**src/rtl/button_debouncer.sv**
```systemverilog
`default_nettype none
// ============================================================================
// Module   : button_debouncer
// Brief    : Turns a raw, bouncy, asynchronous push-button pin into a clean
//            pressed level plus one-cycle press/release strobes.
// Revision : 1.0 - initial release
// ============================================================================
module button_debouncer #(
  parameter int DEBOUNCE_CYCLES = 1_000_000,
  parameter int ACTIVE_LOW_IN   = 1
) (
  input  logic clk,
  input  logic rst_async,
  input  logic btn_in,
  output logic btn_level,
  output logic btn_press,
  output logic btn_release
);

  localparam int               CNT_W    = (DEBOUNCE_CYCLES < 2) ? 1 : $clog2(DEBOUNCE_CYCLES);
  localparam logic [CNT_W-1:0] CNT_LAST = CNT_W'(DEBOUNCE_CYCLES - 1);
  localparam logic             IDLE_PIN = (ACTIVE_LOW_IN != 0);

  if (DEBOUNCE_CYCLES < 2) begin : g_param_check
    $error("button_debouncer: DEBOUNCE_CYCLES must be >= 2");
  end

  typedef enum logic [1:0] {
    RELEASED      = 2'd0,
    CHECK_PRESS   = 2'd1,
    PRESSED       = 2'd2,
    CHECK_RELEASE = 2'd3
  } state_t;

  state_t           state, state_next;
  logic [CNT_W-1:0] cnt, cnt_next;
  logic [1:0]       sync;
  logic             sync_pressed;
  logic             level_next, press_next, release_next;

  // Synchroniser idles at the released pin level so reset never looks like a press.
  always_ff @(posedge clk or negedge rst_async) begin
    if (!rst_async) begin
      sync <= {2{IDLE_PIN}};
    end else begin
      sync <= {sync[0], btn_in};
    end
  end

  assign sync_pressed = sync[1] ^ IDLE_PIN;

  always_ff @(posedge clk or negedge rst_async) begin
    if (!rst_async) begin
      state       <= RELEASED;
      cnt         <= '0;
      btn_level   <= 1'b0;
      btn_press   <= 1'b0;
      btn_release <= 1'b0;
    end else begin
      state       <= state_next;
      cnt         <= cnt_next;
      btn_level   <= level_next;
      btn_press   <= press_next;
      btn_release <= release_next;
    end
  end

  // Counter stops at CNT_LAST, where the state always changes, so it never wraps.
  always_comb begin
    state_next   = state;
    cnt_next     = cnt;
    level_next   = btn_level;
    press_next   = 1'b0;
    release_next = 1'b0;
    case (state)
      RELEASED: begin
        if (sync_pressed) begin
          state_next = CHECK_PRESS;
          cnt_next   = CNT_W'(1);
        end else begin
          cnt_next = '0;
        end
      end
      CHECK_PRESS: begin
        if (!sync_pressed) begin
          state_next = RELEASED;
          cnt_next   = '0;
        end else if (cnt == CNT_LAST) begin
          state_next = PRESSED;
          cnt_next   = '0;
          level_next = 1'b1;
          press_next = 1'b1;
        end else begin
          cnt_next = cnt + CNT_W'(1);
        end
      end
      PRESSED: begin
        if (!sync_pressed) begin
          state_next = CHECK_RELEASE;
          cnt_next   = CNT_W'(1);
        end else begin
          cnt_next = '0;
        end
      end
      CHECK_RELEASE: begin
        if (sync_pressed) begin
          state_next = PRESSED;
          cnt_next   = '0;
        end else if (cnt == CNT_LAST) begin
          state_next   = RELEASED;
          cnt_next     = '0;
          level_next   = 1'b0;
          release_next = 1'b1;
        end else begin
          cnt_next = cnt + CNT_W'(1);
        end
      end
      default: begin
        state_next = RELEASED;
        cnt_next   = '0;
      end
    endcase
  end

endmodule
`default_nettype wire

```
**config.mk**
```make
export PLATFORM = sky130hd
export DESIGN_NAME = button_debouncer
export DESIGN_NICKNAME = d
export VERILOG_FILES = /design/src/rtl/button_debouncer.sv
export SDC_FILE = /design/constraint.sdc
export NUM_CORES = 1
export LEC_CHECK = 0
export ABC_AREA = 0
export ABC_CLOCK_PERIOD_IN_PS = 5500
export CAP_MARGIN = 5
export CORE_UTILIZATION = 60
export DETAILED_ROUTE_END_ITERATION = 10
export GPL_ROUTABILITY_DRIVEN = 0
export GPL_TIMING_DRIVEN = 0
export PLACE_DENSITY = 0.89
export SYNTH_ARGS = -nofsm -noshare
export SYNTH_HDL_FRONTEND = slang
export SYNTH_SLANG_ARGS = --single-unit
export TNS_END_PERCENT = 100
```
**constraint.sdc**
```tcl
create_clock -name clk -period 5.5 [get_ports clk]
set_clock_uncertainty 0.1 [all_clocks]
set_input_delay 0.55 -clock clk [delete_from_list [all_inputs] [get_ports clk]]
set_output_delay 0.55 -clock clk [all_outputs]
set_load 0.005 [all_outputs]
```
==> flow_summary.toml, run 1 <==
[synth]
synth_edf_count = 0
yosysTopAreaCell = "dfrtp_1"
synth_area_leaders = "dfrtp_1 48%, xnor2_1 5.3%, nor2_1 5.1%"
syn_area_per_cell_um2 = 10.78
synth_ff_type = "dfrtp_1"
synthesis.area_mm2 = 0.001315
ys_ff_latch = 27
synth-seq-area-share_pct = 51.57
synth_common_cells = "25 x dfrtp_1, 18 x nor2_1, 8 x nand3_1, 8 x xnor2_1, 7 x xor2_1"
yosysMostFrequentCell = "dfrtp_1"
syn_nets = 126
synth_cell_types = 39
synth_cells = 122
synth_top_area_share_pct = 47.57
yosysWarnings = 0
async_reset_ff_share_pct = 100.0

[setup_path]
worstReg2RegEnd = "cnt[8]$_DFF_PN0_"
regToRegSetupSlack_ns = 3.29
reg2regPathDepth = 8
cp-end-kind = "register"
arrival_ns = 2.36
r2r_start = "cnt[0]$_DFF_PN0_"
cp.required_ns = 5.65
path_max_fanout = 10
setup.worst_path.start = "cnt[0]$_DFF_PN0_"
cp-start-kind = "register"
worst-setup-path-type = "reg2reg"

[floorplanning]
ios = 6
chipWidth_um = 48.82
die_y_um = 48.82
die_area_mm2 = 0.002383
start_util_pct = 65.69
coreArea_mm2 = 0.002002
row_count = 16

[sta]
hold_ws_ns = 0.2713
tightestPinTransition_ns = 0.5912
setup_tns_ns = 0
fin_crit_sh_pct = 40.16
fmax_mhz = 452.8
rsz0062_at_grt = "false"
setup_viol_count_final = 0
max_slew_margin_pct = 60.46
fin_crit_ns = 2.209
slew_viol_final = 0
hold_viol = 0

[cells_and_area]
num-fill-cells = 144
multi_input_area_um2 = 590.6
final_nets = 137
antennaDiodeCount = 0
drive_gt1_share_pct = 15.15
area_growth_pct = 10.75
regArea_um2 = 678.2
fin_area_mm2 = 0.001456

[clock_network]
cts_buffer_depth = 2
ctsHoldBuffers = 0
cts_root_buf = "clkbuf_4"
htree_levels = 1
worstSkewPairLatency_ns = 0.31
cts_tree = "built"
numCtsBuffers = 3
clkSlewWorstSetupHoldPaths_ns = 0.14
cts_resized = 0
clock-sinks = 27
postCtsSetupBuffers = 0

[pwr]
power_density_mw_per_mm2 = 207.5
p_leak_nw = 0.5951
vdd_ir_drop_max_mv = 0.2266

[drt]
route.detailed.drc = 0
num_vias = 929
firstDrtPassIters = 4
wl_um = 2214
ant_nets = 0
first_iter_violations = 25
post_drt_via_cell_ratio = 5.843
wire_per_inst_um = 13.92

[placed_design]
place_area_mm2 = 0.001399
io_buffers = 5
post-dp-hpwl_um = 1611

[hold_path]
hold_end = "sync[1]$_DFF_PN1_"
worstHoldPathType = "reg2reg"
hp-start = "sync[0]$_DFF_PN1_"
hold_depth = 0

[global_routing]
grt_pass1_vias = 919
grt_max_degree = 28
gr-total-overflow = 0
grt_pass1_wl_um = 4112
antenna_found_initial = 0
grt.total_usage_pct = 22.52

[run_status]
outcome = "finished, final reports clean"

[job]
maxCapViolCount = 0
-- worst max path at each step --
| stage | slack (ns) | cells past startpoint | end |
|---|---|---|---|
| floorplan | 3.51 | 8 | cnt[11]$_DFF_PN0_ |
| global placement | 3.38 | 8 | cnt[3]$_DFF_PN0_ |
| detailed placement | 3.33 | 8 | cnt[8]$_DFF_PN0_ |
| CTS | 3.28 | 8 | cnt[8]$_DFF_PN0_ |
| global route | 3.18 | 8 | cnt[8]$_DFF_PN0_ |
| finish | 3.29 | 8 | cnt[8]$_DFF_PN0_ |
-- flip-flops by register name (all words and copies together), names as in the netlist, named ones only --
| register | count |
|---|---|
| btn_release | 1 |
| btn_level | 1 |
| cnt | 20 |
| state | 1 |
| sync | 2 |
| btn_press | 1 |
-- worst max-delay path: stages (launching register included) --
cell and delay [ns]:
dfrtp_1 0.44, ha_1 0.27, and4_2 0.30, and2_0 0.16, clkbuf_1 0.15, a211o_2 0.32, buf_6 0.15, buf_8 0.14
nor2_1 0.10
-- through the flow --
step                instances  util (%)  power [mW]  worst slack, ns
finish                    159     72.75      0.3023            3.291
global route              159     72.75      0.3194            3.180
CTS                       158     71.38      0.3062            3.284
detailed placement        154     69.88      0.2208            3.325
global placement          154     69.88      0.2200            3.379
floorplan                 122         -      0.2134            3.514
-- logic make-up (layout without fill, tap and decap cells) --
kind of cell | Yosys count | after routing | synth area share [%]
xor gates and xnor gates | 15 | 15 | 9.991
adders and majority gates | 1 | 1 | 0.9513
muxes | 1 | 1 | 0.7612
AOI/OAI and AO/OA | 13 | 13 | 6.757
buffers and inverters | 7 | 17 | 3.519
and+or+nand+nor | 58 | 58 | 26.45
DFF | 27 | 27 | 51.57
-- final cells by class --
class	instances	share of cell area, %
clock inverter	1	0.5155
inverter	3	0.7732
timing repair buffer	6	5.326
tap	27	2.320
buffer	4	2.405
multi-input combinational	88	40.55
clock buffer	3	1.546
sequential	27	46.56
-- report_power, final --
group | internal, mW | switching [mW]
clock network | 0.0277 | 0.0554
registers | 0.201 | 0.00208
logic | 0.00690 | 0.00894
total | 0.236 | 0.0664
-- layer usage --
layer	GRT usage, %	share of wire (%)	vias to the layer above
li1	-	-	456
met1	30.11	45	447
met2	38.43	49	26
met3	2.804	5.4	0
met4	6.863	0	0
met5	0	0	-
-- placed cells by master (no fill, tap or decap), types with 3 or more instances in the layout --
cell,n
dfrtp_1,25
nor2_1,18
nand3_1,8
xnor2_1,8
xor2_1,7
nand2_1,5
clkdlybuf4s50_1,5
nand4_1,4
and4_1,4
a21oi_1,4
inv_1,3
and3_1,3
clkbuf_4,3
No activity file was read; power rests on OpenSTA's default activity.
==> inputs of run 2 (changes only) <==
- ABC_CLOCK_PERIOD_IN_PS: 5500 -> 2200
- CORE_UTILIZATION: 60 -> 58
- PLACE_DENSITY: 0.89 -> 0.87
- clock period: 5.5 -> 2.2 ns (I/O delays scaled with it)
==> run 2 against run 1 <==
  * Clock-buffer cell count unchanged
  * Core utilization up 0.29 points
  * Final area rose by 2.4%
  * Worst hold slack worse by 0.21 ns
  * Combinational power grew to 2.7 times the previous value
  * Sequential share of layout area decreased by 1.1 points
  * Worst setup slack lost 3.2 ns
  * Die area rose by 3.3%
  * Critical endpoint is now cnt[3]$_DFF_PN0_
==> flow_summary.toml, run 2 (synthesis results as in run 1) <==
[drt]
dr.max_layer_used = "met4"
wl_met3_um = 94
wl_met2_um = 1304
firstDrtPassIters = 4
wl_um = 2558
first_iter_violations = 33
drt-met1-wl_um = 1121
post_drt_via_cell_ratio = 5.988
num_vias = 976
wire_per_inst_um = 15.69
ant_nets = 0
route.detailed.drc = 0

[pwr]
p_leak_nw = 0.6285
clockPowerShare_pct = 28.1
power_frac_seq_pct = 66.4
vdd_ir_drop_max_mv = 0.4697
comb_power_share_pct = 5.5
p_sw_share_pct = 22.82
p_int_mw = 0.5904
power_density_mw_per_mm2 = 512.9
finalPower_mw = 0.7649
p_switching_mw = 0.1745

[placed_design]
io_buffers = 5
post-dp-hpwl_um = 1742

[sta]
tightestPinTransition_ns = 0.4048
fmax_mhz = 474.4
hold_viol = 0
setup_viol_count_final = 0
fin_crit_ns = 2.108
setup_tns_ns = 0
slew_viol_final = 0
hold_ws_ns = 0.05750
max_slew_margin_pct = 72.93
fin_crit_sh_pct = 95.81
rsz0062_at_grt = "false"

[cells_and_area]
fin_util_pct = 73.04
largest_registers = "cnt (20), sync (2)"
final_nets = 141
layout_commonest_cell = "dfrtp_1"
largest-register = "cnt"
antennaDiodeCount = 0
layout_common_cells = "25 x dfrtp_1, 18 x nor2_1, 8 x nand3_1, 8 x xnor2_1, 7 x xor2_1"
drive_gt1_share_pct = 19.12
largest_reg_flops = 20
area_growth_pct = 13.42

[floorplanning]
ios = 6
row_count = 16
coreArea_mm2 = 0.002042
start_util_pct = 64.40
die_area_mm2 = 0.002462
chipWidth_um = 49.62
die_y_um = 49.62

[setup_path]
r2r_start = "cnt[10]$_DFF_PN0_"
cp-end-kind = "register"
regToRegSetupSlack_ns = 0.09
cp_cell_sequence = "or4_4, nor4_4, a211o_2, buf_6, buf_8, nor2_1"
cpLargestDelayFamily = "simple AND/OR/NAND/NOR gates"
path_max_fanout = 10
worst-setup-path-type = "reg2reg"
worst-path-buf-inv = 2
cp_slowest_stage_delay_ns = 0.56
cp_num_cells = 6
cp-start-kind = "register"
slowest_stage = "or4_4"
worstReg2RegEnd = "cnt[3]$_DFF_PN0_"
arrival_ns = 2.25
cp.required_ns = 2.34
reg2regPathDepth = 6

[global_routing]
grt_max_degree = 28
grt_pass1_vias = 945
grt_pass1_wl_um = 4312
antenna_found_initial = 0
grt.total_usage_pct = 23.37
gr-total-overflow = 0

[clock_network]
clock-sinks = 27
cts_root_buf = "clkbuf_4"
numCtsBuffers = 3
htree_levels = 1
worstSkewPairLatency_ns = 0.33
clkSlewWorstSetupHoldPaths_ns = 0.14
cts_tree = "built"
cts_buffer_depth = 2

[run_status]
outcome = "finished, final reports clean"

[hold_path]
worstHoldPathType = "in2async"

[job]
maxCapViolCount = 0
[run 2: changes by cell type in the layout (fill, tap and decap cells not counted), sizes merged]
cell and delta:
clkinvlp -1, clkinv +1, buf +5, clkbuf -1
[run 2: worst reg2reg max path, stage by stage (launching register included)]
cell and delay (ns):
dfrtp_1 0.46, or4_4 0.57, nor4_4 0.35, a211o_2 0.19, buf_6 0.15, buf_8 0.14, nor2_1 0.06
[run 2: cell type report]
| cell class | count | area [um^2] |
|---|---|---|
| clock inverter | 1 | 5.005 |
| multi-input combinational | 88 | 594.3 |
| inverter | 3 | 11.26 |
| fill | 155 | 550.5 |
| tap | 27 | 33.78 |
| buffer | 3 | 31.28 |
| sequential | 27 | 678.2 |
| clock buffer | 3 | 22.52 |
| timing repair buffer | 11 | 115.1 |
[run 2: metrics by stage]
step | worst slack (ns) | area (um^2) | std cells
4_1_cts | 0.02515 | 1434 | 159
5_1_grt | 0.003664 | 1491 | 163
3_3_place_gp | 0.08643 | 1399 | 154
2_1_floorplan | 0.2141 | 1315 | 122
6_report | 0.09217 | 1491 | 163
3_5_place_dp | 0.01917 | 1399 | 154
[run 2: timing repair]
item,in CTS,in global routing
endpoints found under the setup margin,1,10
pin swaps,0,1
resized for setup,0,2
hold endpoints to repair,0,0
buffers inserted,1,4
hold buffers,0,0
[run 2: worst max path at each step]
stage,from,endpoint,slack [ns]
after detailed placement,cnt[0]$_DFF_PN0_,cnt[3]$_DFF_PN0_,0.02
final,cnt[10]$_DFF_PN0_,cnt[3]$_DFF_PN0_,0.09
after global placement,cnt[0]$_DFF_PN0_,cnt[3]$_DFF_PN0_,0.09
after CTS,cnt[0]$_DFF_PN0_,cnt[3]$_DFF_PN0_,0.03
after global routing,cnt[10]$_DFF_PN0_,cnt[11]$_DFF_PN0_,0.004
after floorplan,cnt[0]$_DFF_PN0_,cnt[11]$_DFF_PN0_,0.21
[run 2: routing by layer]
metal / track usage (%) / up-vias
li1: - / 464
met1: 32.10 / 484
met2: 36.71 / 23
met3: 4.012 / 5
met4: 9.524 / 0
met5: 0 / -
[run 2: power by group through the flow]
stage	registers (mW)	logic, mW	clock network, mW
2_1_floorplan	0.516	0.0171	0
4_1_cts	0.508	0.0372	0.218
6_report	0.508	0.0424	0.215
3_3_place_gp	0.517	0.0332	0
3_5_place_dp	0.518	0.0344	0
5_1_grt	0.509	0.0480	0.240
==> inputs of run 3 (changes only) <==
- SLEW_MARGIN: unset -> 20
==> run 3 against run 2 <==
  * Sequential share of layout area increased by 0.70 points
  * Register-to-register slack about the same
  * Critical path depth unchanged
  * Final area fell by 1.5%
  * Critical path type unchanged
  * Largest cell class unchanged
  * Highest routed layer unchanged
==> flow_summary.toml, run 3 (synthesis results as in run 1) <==
[run_status]
outcome = "finished, final reports clean"

[setup_path]
cp-start-kind = "register"
arrival_ns = 2.25
worst-setup-path-type = "reg2reg"
r2r_start = "cnt[10]$_DFF_PN0_"
cp-end-kind = "register"
cp_cell_sequence = "or4_4, nor4_4, a211o_2, buf_6, buf_8, nor2_1"
slowest_stage = "or4_4"
worstReg2RegEnd = "cnt[3]$_DFF_PN0_"
cp_slowest_stage_delay_ns = 0.57
cp.required_ns = 2.33
path_max_fanout = 10
reg2regPathDepth = 6
regToRegSetupSlack_ns = 0.09

[clock_network]
cts_tree = "built"
htree_levels = 1
numCtsBuffers = 3
clock-sinks = 27
cts_root_buf = "clkbuf_4"
worstSkewPairLatency_ns = 0.33
clkSlewWorstSetupHoldPaths_ns = 0.14
cts_buffer_depth = 2

[floorplanning]
die_area_mm2 = 0.002462
row_count = 16
coreArea_mm2 = 0.002042
ios = 6
die_y_um = 49.62
start_util_pct = 64.40
chipWidth_um = 49.62

[hold_path]
worstHoldPathType = "in2reg"
hp-start = "btn_in"
hold_depth = 1
hold_end = "sync[0]$_DFF_PN1_"

[cells_and_area]
largest-register = "cnt"
fin_area_mm2 = 0.001469
layout_common_cells = "25 x dfrtp_1, 18 x nor2_1, 8 x nand3_1, 8 x xnor2_1, 7 x xor2_1"
antennaDiodeCount = 0
area_growth_pct = 11.70
final_cell_count_no_fill = 163
layout_commonest_cell = "dfrtp_1"
num-fill-cells = 159
final_nets = 141
largest_reg_flops = 20
drive_gt1_share_pct = 19.12
largest_registers = "cnt (20), sync (2)"

[sta]
tightestPinTransition_ns = 0.5839
setup_viol_count_final = 0
fin_crit_ns = 2.111
setup_tns_ns = 0
slew_viol_final = 0
fin_crit_sh_pct = 95.95
hold_viol = 0
max_slew_margin_pct = 61.07
fmax_mhz = 473.7
rsz0062_at_grt = "false"

[pwr]
power_density_mw_per_mm2 = 516.5
comb_power_share_pct = 4.8
power_frac_seq_pct = 66.9
vdd_ir_drop_max_mv = 0.4694
clockPowerShare_pct = 28.3
p_leak_nw = 0.6201
p_int_mw = 0.5856
p_sw_share_pct = 22.81
p_switching_mw = 0.1731

[drt]
first_iter_violations = 33
num_vias = 965
ant_nets = 0
wl_um = 2531
firstDrtPassIters = 4
post_drt_via_cell_ratio = 5.920
route.detailed.drc = 0
wire_per_inst_um = 15.53

[global_routing]
grt.total_usage_pct = 23.37
grt_max_degree = 28
grt_pass1_vias = 945
gr-total-overflow = 0
antenna_found_initial = 0
grt_pass1_wl_um = 4312

[placed_design]
place_area_mm2 = 0.001399
io_buffers = 5
post-dp-hpwl_um = 1742
place_inst = 154

[job]
maxCapViolCount = 0
## run 3: area by class of cell
| cell class | count | area (um^2) | area share, % |
|---|---|---|---|
| flip-flops and latches | 27 | 678.2 | 46.17 |
| multi-input cells | 88 | 594.3 | 40.46 |
| repair buffers | 11 | 92.59 | 6.303 |
| well taps | 27 | 33.78 | 2.300 |
| plain buffers | 3 | 31.28 | 2.129 |
| clock buffers | 3 | 22.52 | 1.533 |
| inverters | 3 | 11.26 | 0.7666 |
| clock inverters | 1 | 5.005 | 0.3407 |
## run 3: per-stage QoR
step	setup WS [ns]	utilization [%]	hold WS, ns	power, mW
floorplan	0.2141	-	-0.1756	0.5334
global placement	0.08643	68.50	0.2460	0.5501
detailed placement	0.01917	68.50	0.2552	0.5520
CTS	0.02515	70.22	0.1872	0.7633
global route	0.003664	71.94	0.1735	0.7911
finish	0.08915	71.94	0.1889	0.7587
## run 3: critical path: cells and delay by family, from the launching register on
kind | cells | cell delay, ns
buffers and inverters | 2 | 0.28
AND/OR/NAND/NOR | 3 | 0.98
AO/OA/AOI/OAI | 1 | 0.19
flip-flops | 1 | 0.46
## run 3: worst max-delay path by stage
stage | cells after the start | start | slack [ns] | endpoint
global route | 6 | cnt[10]$_DFF_PN0_ | 0.004 | cnt[11]$_DFF_PN0_
detailed placement | 8 | cnt[0]$_DFF_PN0_ | 0.02 | cnt[3]$_DFF_PN0_
finish | 6 | cnt[10]$_DFF_PN0_ | 0.09 | cnt[3]$_DFF_PN0_
global placement | 8 | cnt[0]$_DFF_PN0_ | 0.09 | cnt[3]$_DFF_PN0_
floorplan | 8 | cnt[0]$_DFF_PN0_ | 0.21 | cnt[11]$_DFF_PN0_
CTS | 8 | cnt[0]$_DFF_PN0_ | 0.03 | cnt[3]$_DFF_PN0_
## run 3: per-layer routing
metal  up-vias  global-route usage [%]  share of wire, %
li1        462                       -                 -
met1       481                   32.10                46
met2        17                   36.71                50
met3         5                   4.012               2.6
met4         0                   9.524               1.5
met5         -                       0                 0
## run 3: repair_timing
item / CTS / global route
resized for setup: 0 / 2
gates cloned: 0 / 0
pin swaps: 0 / 1
setup endpoints to repair: 1 / 10
buffers inserted: 1 / 4
endpoints found under the hold margin: 0 / 25
hold buffers: 0 / 1
## run 3: power groups by stage
stage                     sequential, mW  clock [mW]  combinational (mW)
after floorplan                    0.516           0              0.0171
after detailed placement           0.518           0              0.0344
final                              0.508       0.214              0.0366
after global routing               0.509       0.240              0.0422
after global placement             0.517           0              0.0332
after CTS                          0.508       0.218              0.0372
==> variant 1, RTL diff (config.mk and constraints of run 2) <==
Add an input register stage for `btn_in`, cleared by the reset; this delays it by one clock.
--- a/src/rtl/button_debouncer.sv
+++ b/src/rtl/button_debouncer.sv
@@ -22,4 +22,14 @@
   localparam logic             IDLE_PIN = (ACTIVE_LOW_IN != 0);
 
+  logic btn_q;
+
+  always_ff @(posedge clk or negedge rst_async) begin
+    if (!rst_async) begin
+      btn_q <= '0;
+    end else begin
+      btn_q <= btn_in;
+    end
+  end
+
   if (DEBOUNCE_CYCLES < 2) begin : g_param_check
     $error("button_debouncer: DEBOUNCE_CYCLES must be >= 2");
@@ -44,5 +54,5 @@
       sync <= {2{IDLE_PIN}};
     end else begin
-      sync <= {sync[0], btn_in};
+      sync <= {sync[0], btn_q};
     end
   end
Function: no difference found for any inputs over 10 cycles, from zero or initial values and one cycle with rst_async low; that may be too few to reach the edited logic, so the function may still have changed.
==> variant 1 against run 2 <==
- critical path type unchanged
- total power grew 18%
- count of clock-buffer cells in the layout is the same
- setup slack gained 0.0071 ns
- design area grew 1.9%
- routed wire length shrank 8.3%
- synthesized cell count grew 0.82%
- area after synthesis grew 1.9%
- largest power group unchanged
- sequential cell count grew 1
- largest cell class unchanged
- critical path depth is the same
==> variant 1: results <==
[pwr]
combPwrFrac_pct = 4.4
power.ir.vdd_worst_mv = 0.724
design_power_total_uw = 906
netSwitchingFraction_pct = 20.1
power.leakage_uw = 0.000634
power.sequential.fraction_pct = 58.2

[logic_synthesis]
netlist_top_cells_area = sky130_fd_sc_hd__dfrtp_1 (49%), sky130_fd_sc_hd__xnor2_1 (5.2%), sky130_fd_sc_hd__nor2_1 (5.0%), sky130_fd_sc_hd__xor2_1 (4.6%), sky130_fd_sc_hd__dfstp_2 (3.9%)
syn_avg_cell_area_sq_um = 10.9
synth_top_cells_by_count = sky130_fd_sc_hd__dfrtp_1 (26), sky130_fd_sc_hd__nor2_1 (18), sky130_fd_sc_hd__nand3_1 (8), sky130_fd_sc_hd__xnor2_1 (8), sky130_fd_sc_hd__xor2_1 (7)
syn-num-nets = 127
synth-seq-area-share_pct = 52.5
synthXorXnorAreaFrac_pct = 9.80
ys_types = 39
synthArstFlopShare_pct = 100
yosys.area_share.adder_pct = 0.934
compound_cell_area_share_of_the_yosys_netlist_pct = 6.63
yosys_warnings = 0
synthMuxAreaShare_pct = 0.747

[placed_design]
dp.final_hpwl_microns = 1560
instance_area_at_placement_sq_mm = 0.00143
dp_worst_setup_slack_ns = 0.0490
port-buffer-count = 5
dp.cells = 156

[layout]
num-nets-final = 141
nFillCells = 158
share_of_final_layout_standard_cells_stronger_than_drive_strength_1_pct = 19.9

[clock_tree]
clkLatencyLatePin_ns = 0.34
cts-root-to-sink-buffers = 2
clk_root_buffer_cell = sky130_fd_sc_hd__clkbuf_4
cts_bufs_inserted = 3
clkSlewWorstSetupHoldPaths_ns = 0.15

[worst_setup_path]
cpMaxStageDelayCell = sky130_fd_sc_hd__or4b_4
family_with_the_most_delay_on_the_worst_path = simple AND/OR/NAND/NOR gates
cp.arrival_ns = 2.24
crit_path_max_cell_delay_ns = 0.55
timing.critical_path.fanout_max = 10

[detailed_routing]
met2RoutedLength_microns = 1140
dr_total_vias = 950
top_signal_layer_used = met4
drt_first_iter_violations = 20
route.layer.met1.wl_microns = 1100
routed_wirelength_microns = 2350
routed_wire_length_per_instance_microns = 14.3
met3_wirelength_microns = 57

[grt]
grt.total_usage_pct = 21.2
grt_pass1_vias = 853
grt.met3_usage_pct = 1.85
overflow = 0
grt_use_met2_pct = 31.1
grtUsageMet1_pct = 31.5
initial_antenna_violation_count = 0
grt_start_max_net_pins = 29
grt_first_pass_wirelength_microns = 3920

[sta]
worstMarginPinSlew_ns = 0.586

[worst_hold_path]
class_of_the_most_critical_hold_timing_path = in -> reg

[run_status]
result_of_the_run = finished, final reports clean
variant 1: area by class of cell:
class,instances,area (sq um),share of cell area [%]
tap,28,35.0,2.30
clock inverter,1,30.0,1.98
buffer,3,35.0,2.30
multi-input combinational,88,597,39.3
clock buffer,3,22.5,1.48
inverter,3,11.3,0.741
sequential,28,704,46.3
timing repair buffer,10,85.1,5.60
variant 1: worst paths after layout:
kind                            endpoint       from  depth (start not counted)  slack, ns
worst max-delay path             cnt[11]     cnt[7]                          6        0.1
worst min-delay path               btn_q     btn_in                          1       0.20
worst max register to register   cnt[11]     cnt[7]                          6        0.1
worst min register to register   sync[1]    sync[0]                          0       0.27
max in group asynchronous         cnt[7]  rst_async                          2       1.28
min in group asynchronous        cnt[16]  rst_async                          2       0.30
variant 1: what timing repair did:
action	CTS	global route
resized for setup	0	5
setup endpoints to repair	0	10
hold endpoints to repair	0	26
setup buffers	0	4
hold buffers	0	1
==> variant 2, RTL diff (config.mk and constraints of run 2) <==
Made on the original files. `DEBOUNCE_CYCLES`: 1_000_000 -> 2_000_000.
--- a/src/rtl/button_debouncer.sv
+++ b/src/rtl/button_debouncer.sv
@@ -7,5 +7,5 @@
 // ============================================================================
 module button_debouncer #(
-  parameter int DEBOUNCE_CYCLES = 1_000_000,
+  parameter int DEBOUNCE_CYCLES = 2_000_000,
   parameter int ACTIVE_LOW_IN   = 1
 ) (
Formal check against the unedited RTL: no difference found for any inputs over 10 cycles, from zero or initial values and one cycle with rst_async low; that may be too few to reach the edited logic, so the function may still have changed.
==> variant 2 against run 2 <==
- the run now ends with negative setup slack left
- critical path depth down 2
- setup slack worse by 0.25 ns
- routed wire length increased by 19%
- total power rose by 20%
- area after synthesis decreased by 0.57%
- first-iteration DRC count fell by 12%
- sequential cell count up 1
- design area is 11% higher
- critical path type unchanged
- critical endpoint is now btn_level
==> variant 2: results <==
[run_status]
failed_checks = negative setup slack
result_of_the_run = finished, violations left

[sta]
fin_setup_tns_ns = -2.01
maxSlewHeadroom_pct = 58.0
fin_ws_ns = -0.157
setup_viol = 23

[logic_synthesis]
yosys.area_share.adder_pct = 0.957
syn_avg_cell_area_sq_um = 10.1
synth-seq-area-share_pct = 53.8
synth_top_cells_by_count = sky130_fd_sc_hd__dfrtp_1 (26), sky130_fd_sc_hd__nor2_1 (13), sky130_fd_sc_hd__a21oi_1 (10), sky130_fd_sc_hd__nand3_1 (10), sky130_fd_sc_hd__xor2_1 (9)
syn-num-nets = 133

[worst_setup_path]
cp.arrival_ns = 2.50
timing.critical_path.fanout_max = 6

[pwr]
power.ir.vdd_worst_mv = 0.492

[detailed_routing]
route.layer.met1.wl_microns = 1170
drt_first_iter_violations = 29
met3_wirelength_microns = 147

[layout]
nFillCells = 125
layout.clock.cell_area_share_pct = 3.17
n_all_inverters = 4
stdcell_count = 175
share_of_final_layout_standard_cells_stronger_than_drive_strength_1_pct = 28.4
signal_buffers = 19
num-nets-final = 153

[clock_tree]
cts.repair_timing.setup_buffer_count = 5

[grt]
grt_start_max_net_pins = 29
grt.total_usage_pct = 24.5

[placed_design]
instance_area_at_placement_sq_mm = 0.00139
-- variant 2: power breakdown --
part           switching (uW)  total (uW)  internal (uW)
Combinational            28.8        48.5           19.7
Sequential               5.40         527            522
Clock                     157         341            184
Total                     191         917            726
-- variant 2: logic make-up (layout without fill, tap and decap cells) --
group,count (synthesis),count (layout)
fa+ha+maj,1,1
compound gates,25,25
buf+inv,8,27
simple gates,56,56
xor+xnor,11,11
flops,28,28
-- variant 2: final timing paths --
path                                start  depth (start not counted)         to  slack (ns)
worst min register to register    sync[0]                          0    sync[1]        0.27
max in group asynchronous       rst_async                          2     cnt[0]        1.28
worst min-delay path               btn_in                          1    sync[0]        0.19
min in group asynchronous       rst_async                          2    cnt[19]        0.31
worst max register to register    cnt[14]                          4  btn_level       -0.16
worst max-delay path              cnt[14]                          4  btn_level       -0.16
